<file path="src/rtl/csr_reg_pkg.sv">
// csr_reg_pkg: CSR addresses, widths and decode helpers shared by csr_reg and clint
package csr_reg_pkg;
  localparam int CSR_W_DEF  = 32;
  localparam int ADDR_W_DEF = 32;
  localparam int CSR_AW     = 12;
  localparam int HALF_W     = 32;
  localparam int CNT_W      = 2 * HALF_W;
  localparam int MSTATUS_MIE = 3;
  localparam logic WE_ON  = 1'b1;
  localparam logic WE_OFF = 1'b0;
  localparam logic [CSR_AW-1:0] CSR_MSTATUS  = 12'h300;
  localparam logic [CSR_AW-1:0] CSR_MIE      = 12'h304;
  localparam logic [CSR_AW-1:0] CSR_MTVEC    = 12'h305;
  localparam logic [CSR_AW-1:0] CSR_MSCRATCH = 12'h340;
  localparam logic [CSR_AW-1:0] CSR_MEPC     = 12'h341;
  localparam logic [CSR_AW-1:0] CSR_MCAUSE   = 12'h342;
  localparam logic [CSR_AW-1:0] CSR_MCYCLE   = 12'hB00;
  localparam logic [CSR_AW-1:0] CSR_MCYCLEH  = 12'hB80;
  localparam logic [CSR_AW-1:0] CSR_CYCLE    = 12'hC00;
  localparam logic [CSR_AW-1:0] CSR_CYCLEH   = 12'hC80;
  typedef enum logic [3:0] {
    SEL_NONE, SEL_MSTATUS, SEL_MIE, SEL_MTVEC, SEL_MSCRATCH, SEL_MEPC,
    SEL_MCAUSE, SEL_MCYCLE, SEL_MCYCLEH, SEL_CYCLE, SEL_CYCLEH
  } csr_sel_e;
  function automatic csr_sel_e csr_decode(input logic [CSR_AW-1:0] a);
    case (a)
      CSR_MSTATUS:  return SEL_MSTATUS;
      CSR_MIE:      return SEL_MIE;
      CSR_MTVEC:    return SEL_MTVEC;
      CSR_MSCRATCH: return SEL_MSCRATCH;
      CSR_MEPC:     return SEL_MEPC;
      CSR_MCAUSE:   return SEL_MCAUSE;
      CSR_MCYCLE:   return SEL_MCYCLE;
      CSR_MCYCLEH:  return SEL_MCYCLEH;
      CSR_CYCLE:    return SEL_CYCLE;
      CSR_CYCLEH:   return SEL_CYCLEH;
      default:      return SEL_NONE;
    endcase
  endfunction
  function automatic logic csr_writable(input csr_sel_e s);
    return !(s inside {SEL_NONE, SEL_CYCLE, SEL_CYCLEH});
  endfunction
  function automatic logic csr_aligned(input csr_sel_e s);
    return s inside {SEL_MTVEC, SEL_MEPC};
  endfunction
endpackage

</file>
<file path="src/rtl/csr_reg_cycle_cnt.sv">
// csr_cycle_cnt: free-running 64-bit cycle counter with per-half load
module csr_cycle_cnt
  import csr_reg_pkg::*;
(
  input  logic              clk,
  input  logic              rst,
  input  logic              load_lo_i,
  input  logic              load_hi_i,
  input  logic [HALF_W-1:0] wdata_i,
  output logic [CNT_W-1:0]  cnt_o
);
  logic [CNT_W-1:0] cnt_d, cnt_q;
  // a half load freezes the other half: no increment and no carry that cycle
  always_comb begin
    cnt_d = load_lo_i ? {cnt_q[CNT_W-1:HALF_W], wdata_i} :
            load_hi_i ? {wdata_i, cnt_q[HALF_W-1:0]} :
                        cnt_q + CNT_W'(1);
  end
  always_ff @(posedge clk) begin
    if (rst) cnt_q <= '0;
    else     cnt_q <= cnt_d;
  end
  assign cnt_o = cnt_q;
endmodule

</file>
<file path="src/rtl/csr_reg.sv">
// csr_reg: machine-mode CSR file with execute and trap-controller write ports
module csr_reg
  import csr_reg_pkg::*;
#(
  parameter int CSR_W  = CSR_W_DEF,
  parameter int ADDR_W = ADDR_W_DEF
) (
  input  logic              clk,
  input  logic              rst,
  input  logic              ex_we_i,
  input  logic [ADDR_W-1:0] ex_waddr_i,
  input  logic [CSR_W-1:0]  ex_wdata_i,
  input  logic [ADDR_W-1:0] id_raddr_i,
  output logic [CSR_W-1:0]  id_rdata_o,
  input  logic              clint_we_i,
  input  logic [ADDR_W-1:0] clint_waddr_i,
  input  logic [CSR_W-1:0]  clint_wdata_i,
  output logic [CSR_W-1:0]  clint_mtvec_o,
  output logic [CSR_W-1:0]  clint_mepc_o,
  output logic [CSR_W-1:0]  clint_mstatus_o,
  output logic              global_int_en_o
);
  logic                 we;
  logic [ADDR_W-1:0]    waddr;
  logic [CSR_W-1:0]     wdata, wdata_m, rdata;
  csr_sel_e             wsel, rsel;
  logic [CNT_W-1:0]     cnt;
  logic [CSR_W-1:0]     mstatus_d, mie_d, mtvec_d, mscratch_d, mepc_d, mcause_d;
  logic [CSR_W-1:0]     mstatus_q, mie_q, mtvec_q, mscratch_q, mepc_q, mcause_q;
  logic                 unused_addr;
  // trap-controller port wins outright; a colliding ex write is dropped
  assign we      = !rst && (clint_we_i || ex_we_i);
  assign waddr   = clint_we_i ? clint_waddr_i : ex_waddr_i;
  assign wdata   = clint_we_i ? clint_wdata_i : ex_wdata_i;
  assign wsel    = csr_decode(waddr[CSR_AW-1:0]);
  assign rsel    = csr_decode(id_raddr_i[CSR_AW-1:0]);
  assign wdata_m = csr_aligned(wsel) ? {wdata[CSR_W-1:2], 2'b00} : wdata;
  assign unused_addr = ^{ex_waddr_i, clint_waddr_i, id_raddr_i};
  always_comb begin
    mstatus_d  = (we && wsel == SEL_MSTATUS)  ? wdata_m : mstatus_q;
    mie_d      = (we && wsel == SEL_MIE)      ? wdata_m : mie_q;
    mtvec_d    = (we && wsel == SEL_MTVEC)    ? wdata_m : mtvec_q;
    mscratch_d = (we && wsel == SEL_MSCRATCH) ? wdata_m : mscratch_q;
    mepc_d     = (we && wsel == SEL_MEPC)     ? wdata_m : mepc_q;
    mcause_d   = (we && wsel == SEL_MCAUSE)   ? wdata_m : mcause_q;
  end
  always_ff @(posedge clk) begin
    if (rst) begin
      mstatus_q  <= '0;
      mie_q      <= '0;
      mtvec_q    <= '0;
      mscratch_q <= '0;
      mepc_q     <= '0;
      mcause_q   <= '0;
    end else begin
      mstatus_q  <= mstatus_d;
      mie_q      <= mie_d;
      mtvec_q    <= mtvec_d;
      mscratch_q <= mscratch_d;
      mepc_q     <= mepc_d;
      mcause_q   <= mcause_d;
    end
  end
  csr_cycle_cnt u_cnt (
    .clk       (clk),
    .rst       (rst),
    .load_lo_i (we && wsel == SEL_MCYCLE),
    .load_hi_i (we && wsel == SEL_MCYCLEH),
    .wdata_i   (wdata_m[HALF_W-1:0]),
    .cnt_o     (cnt)
  );
  always_comb begin
    rdata = '0;
    case (rsel)
      SEL_MSTATUS:           rdata = mstatus_q;
      SEL_MIE:               rdata = mie_q;
      SEL_MTVEC:             rdata = mtvec_q;
      SEL_MSCRATCH:          rdata = mscratch_q;
      SEL_MEPC:              rdata = mepc_q;
      SEL_MCAUSE:            rdata = mcause_q;
      SEL_MCYCLE, SEL_CYCLE:   rdata = CSR_W'(cnt[HALF_W-1:0]);
      SEL_MCYCLEH, SEL_CYCLEH: rdata = CSR_W'(cnt[CNT_W-1:HALF_W]);
      default:               rdata = '0;
    endcase
    id_rdata_o = (we && csr_writable(wsel) && waddr[CSR_AW-1:0] == id_raddr_i[CSR_AW-1:0])
                 ? wdata_m : rdata;
  end
  assign clint_mtvec_o   = mtvec_q;
  assign clint_mepc_o    = mepc_q;
  assign clint_mstatus_o = mstatus_q;
  assign global_int_en_o = mstatus_q[MSTATUS_MIE];
endmodule

</file>
<file path="config.mk">
export PLATFORM = sky130hd
export DESIGN_NAME = csr_reg
export DESIGN_NICKNAME = d
export VERILOG_FILES = /design/src/rtl/csr_reg_pkg.sv /design/src/rtl/csr_reg_cycle_cnt.sv /design/src/rtl/csr_reg.sv
export SDC_FILE = /design/constraint.sdc
export NUM_CORES = 1
export LEC_CHECK = 0
export CORE_AREA = 8 8 175 210
export DETAILED_ROUTE_END_ITERATION = 8
export DIE_AREA = 0 0 183 218
export PLACE_DENSITY = 0.65
export SLEW_MARGIN = 40
export SYNTH_ARGS = -nofsm -noshare
export SYNTH_HDL_FRONTEND = slang
export SYNTH_SLANG_ARGS = --single-unit
</file>
<file path="constraint.sdc">
create_clock -name clk -period 7.9 [get_ports clk]
set_clock_uncertainty 0.15 [all_clocks]
set_input_delay 1.58 -clock clk [delete_from_list [all_inputs] [get_ports clk]]
set_output_delay 1.58 -clock clk [all_outputs]
set_load 0.01 [all_outputs]
</file>
==> results.toml <==
[run_status]
status = "completed"

[power]
clockPowerShare = 0.469
irDropWorstVdd_v = 0.000115
p_total_mw = 2.86
power_switching_uw = 671
swShare = 0.235
p_leak_nw = 5.36
power_frac_comb = 0.077
power_density_nw_per_um2 = 168
seq_power_share = 0.453
p_int_mw = 2.18

[placement]
dp.cells = 2121
gp_congestion = 0.890
placedInstanceArea_sq_um = 16000
hpwl_um = 33100
place_ws_ns = 1.04
port_buffers = 232

[worst_setup_path]
crit_required_ns = 6.17
critPathMaxFanout = 25
reg2reg_depth = 8
worstReg2RegStart = "u_cnt.cnt_o[0]$_SDFFE_PP0P_"
critPathLaunch = "id_raddr_i[8]"
worstSetupStartpointType = "primary input"
end_kind = "primary output"
path_class = "in -> out"
worstReg2RegEnd = "u_cnt.cnt_o[46]$_SDFFE_PP0N_"
reg2reg_setup_slack_ns = 4.36
worstPathArrival_ns = 5.15
crit_path_end = "id_rdata_o[4]"

[route]
drc = 0
routed.top_layer = "met4"
dr_wl_met2_um = 22800
dr.pass1.iters = 9
wl_per_cell_um = 22.7
wl_um = 49300
drt-initial-drc-count = 1124
vias = 12995
ant_nets = 0
wl_met1_um = 20200
wl_met3_um = 4110
vias_per_cell = 5.98

[clock_tree]
clk-insertion-delay-late_ns = 0.55
cts_made_buffers = 28
cts_hold_buf = 0
cts_tree = "done"
clk_pin_slew_ns = 0.06
clockRootBuffer = "clkbuf_16"
h-tree-depth = 1
cts_buffer_depth = 3
postCtsResizedCells = 0
post_cts_buffers = 0
cts_sinks = 256

[synth]
synth_nets = 1678
synth_top_area_share = 0.390
yosys_warnings = 0
synth-edff-count = 0
synth_area_per_cell_sq_um = 8.69
ys_seq_area_frac = 0.390
synthArstFlopShare = 0
ys_ff_latch = 256
ys.flop_type = "dfxtp_1"
mappedNetlistArea_sq_um = 13100
synth.most_common_cell = "dfxtp_1"
synth.area.top_cells = "dfxtp_1, mux2i_1, a211oi_1"
synth.distinct_cells = 65
synth_common_cells = "dfxtp_1, nor2_1, a211oi_1, mux2i_1, clkbuf_1"
synth_top_area_cell = "dfxtp_1"
synthCells = 1513

[global_route]
antenna_found_initial = 0
grt_start_max_net_pins = 106
grt_pass1_vias = 12720
grt_pass1_wl_um = 75700
grt_overflow = 0
grtUsageTotal = 0.236

[cells_and_area]
stdcell_count = 2174
area_delta_synth_final_pct = 29.4
stdcell_area_sq_um = 17000
drive_gt1_frac = 0.0861
diodes = 0
final_core_util = 0.508
nets = 1862

[timing]
tns_ns = 0
final.period_utilization = 0.871
slew_violations = 0
worst_pin_slew_ns = 0.848
hold_slack_ns = 0.342
fin_crit_ns = 6.88
max_freq_mhz = 145
rsz0062_at_grt = "false"
setup_viol = 0
fin_ws_ns = 1.02
relSlewSlack = 0.435
finalHoldViolCount = 0

[floorplan]
die_x_um = 183
rows = 74
boundaryPins = 293
initial_core_util = 0.392
core_area_sq_um = 33500
die_h_um = 218
die-area_sq_um = 39900

[worst_hold_path]
hold_path_class = "reg -> reg"

[run]
max_cap_viol_count = 0
-- layout make-up --
cell class	count	area (sq um)
clock buffer	40	826
clock inverter	11	124
fill	3207	16500
inverter	7	26.3
multi-input combinational	1114	7550
sequential	256	5120
tap	456	571
timing repair buffer	290	2790
-- cells in the final DEF, fill, tap and decap left out, types with 32 or more instances in the layout --
| cell type | count |
|---|---|
| buf_4 | 53 |
| nor2_1 | 156 |
| a211oi_1 | 130 |
| clkdlybuf4s50_1 | 229 |
| a21oi_1 | 63 |
| o21ai_0 | 86 |
| dfxtp_1 | 256 |
| nand2_1 | 85 |
| a222oi_1 | 34 |
| mux2i_1 | 110 |
| o211ai_1 | 32 |
| nand3b_1 | 69 |
-- worst min path at each step --
stage,from,to,slack [ns],cells after the start
after floorplan,u_cnt.cnt_o[63]$_SDFFE_PP0N_,u_cnt.cnt_o[63]$_SDFFE_PP0N_,0.29,1
after global placement,mscratch_q[1]$_SDFFE_PP0P_,mscratch_q[1]$_SDFFE_PP0P_,0.33,2
after detailed placement,mie_q[1]$_SDFFE_PP0P_,mie_q[1]$_SDFFE_PP0P_,0.33,2
after CTS,mie_q[1]$_SDFFE_PP0P_,mie_q[1]$_SDFFE_PP0P_,0.34,2
after global routing,u_cnt.cnt_o[63]$_SDFFE_PP0N_,u_cnt.cnt_o[63]$_SDFFE_PP0N_,0.37,1
final,mie_q[1]$_SDFFE_PP0P_,mie_q[1]$_SDFFE_PP0P_,0.34,2
-- flip-flops by register name, summed over array words and instances, names as in the netlist --
signal and flops:
clint_mepc_o 32, mscratch_q 32, mcause_q 32, clint_mtvec_o 32
u_cnt.cnt_o 64, mie_q 32, clint_mstatus_o 32
-- per-layer routing --
layer,vias to the layer above,track usage
li1,6132,-
met1,6144,0.293
met2,612,0.390
met3,107,0.0468
met4,0,0.109
met5,-,0
-- logic make-up after synthesis --
logic type / share of synthesized area
adders and majority gates: 0.000952
xor gates and xnor gates: 0.0233
buffers and inverters: 0.0461
DFF: 0.390
AOI/OAI and AO/OA: 0.258
and+or+nand+nor: 0.192
muxes: 0.0904
-- power groups by stage --
stage	sequential, mW	clock [mW]	combinational [mW]
CTS	1.29	1.36	0.218
global placement	1.32	0	0.215
floorplan	1.32	0	0.0982
global route	1.29	1.41	0.231
detailed placement	1.32	0	0.217
finish	1.29	1.34	0.220
-- worst max-delay path: stages --
cell             delay [ns]
clkdlybuf4s50_1        0.59
nor4bb_1               0.35
nand2_1                0.23
or4b_2                 0.90
buf_4                  0.34
o211ai_1               0.34
a221oi_1               0.08
mux2i_1                0.16
clkdlybuf4s50_1        0.56
No activity file was read; power rests on OpenSTA's default activity.
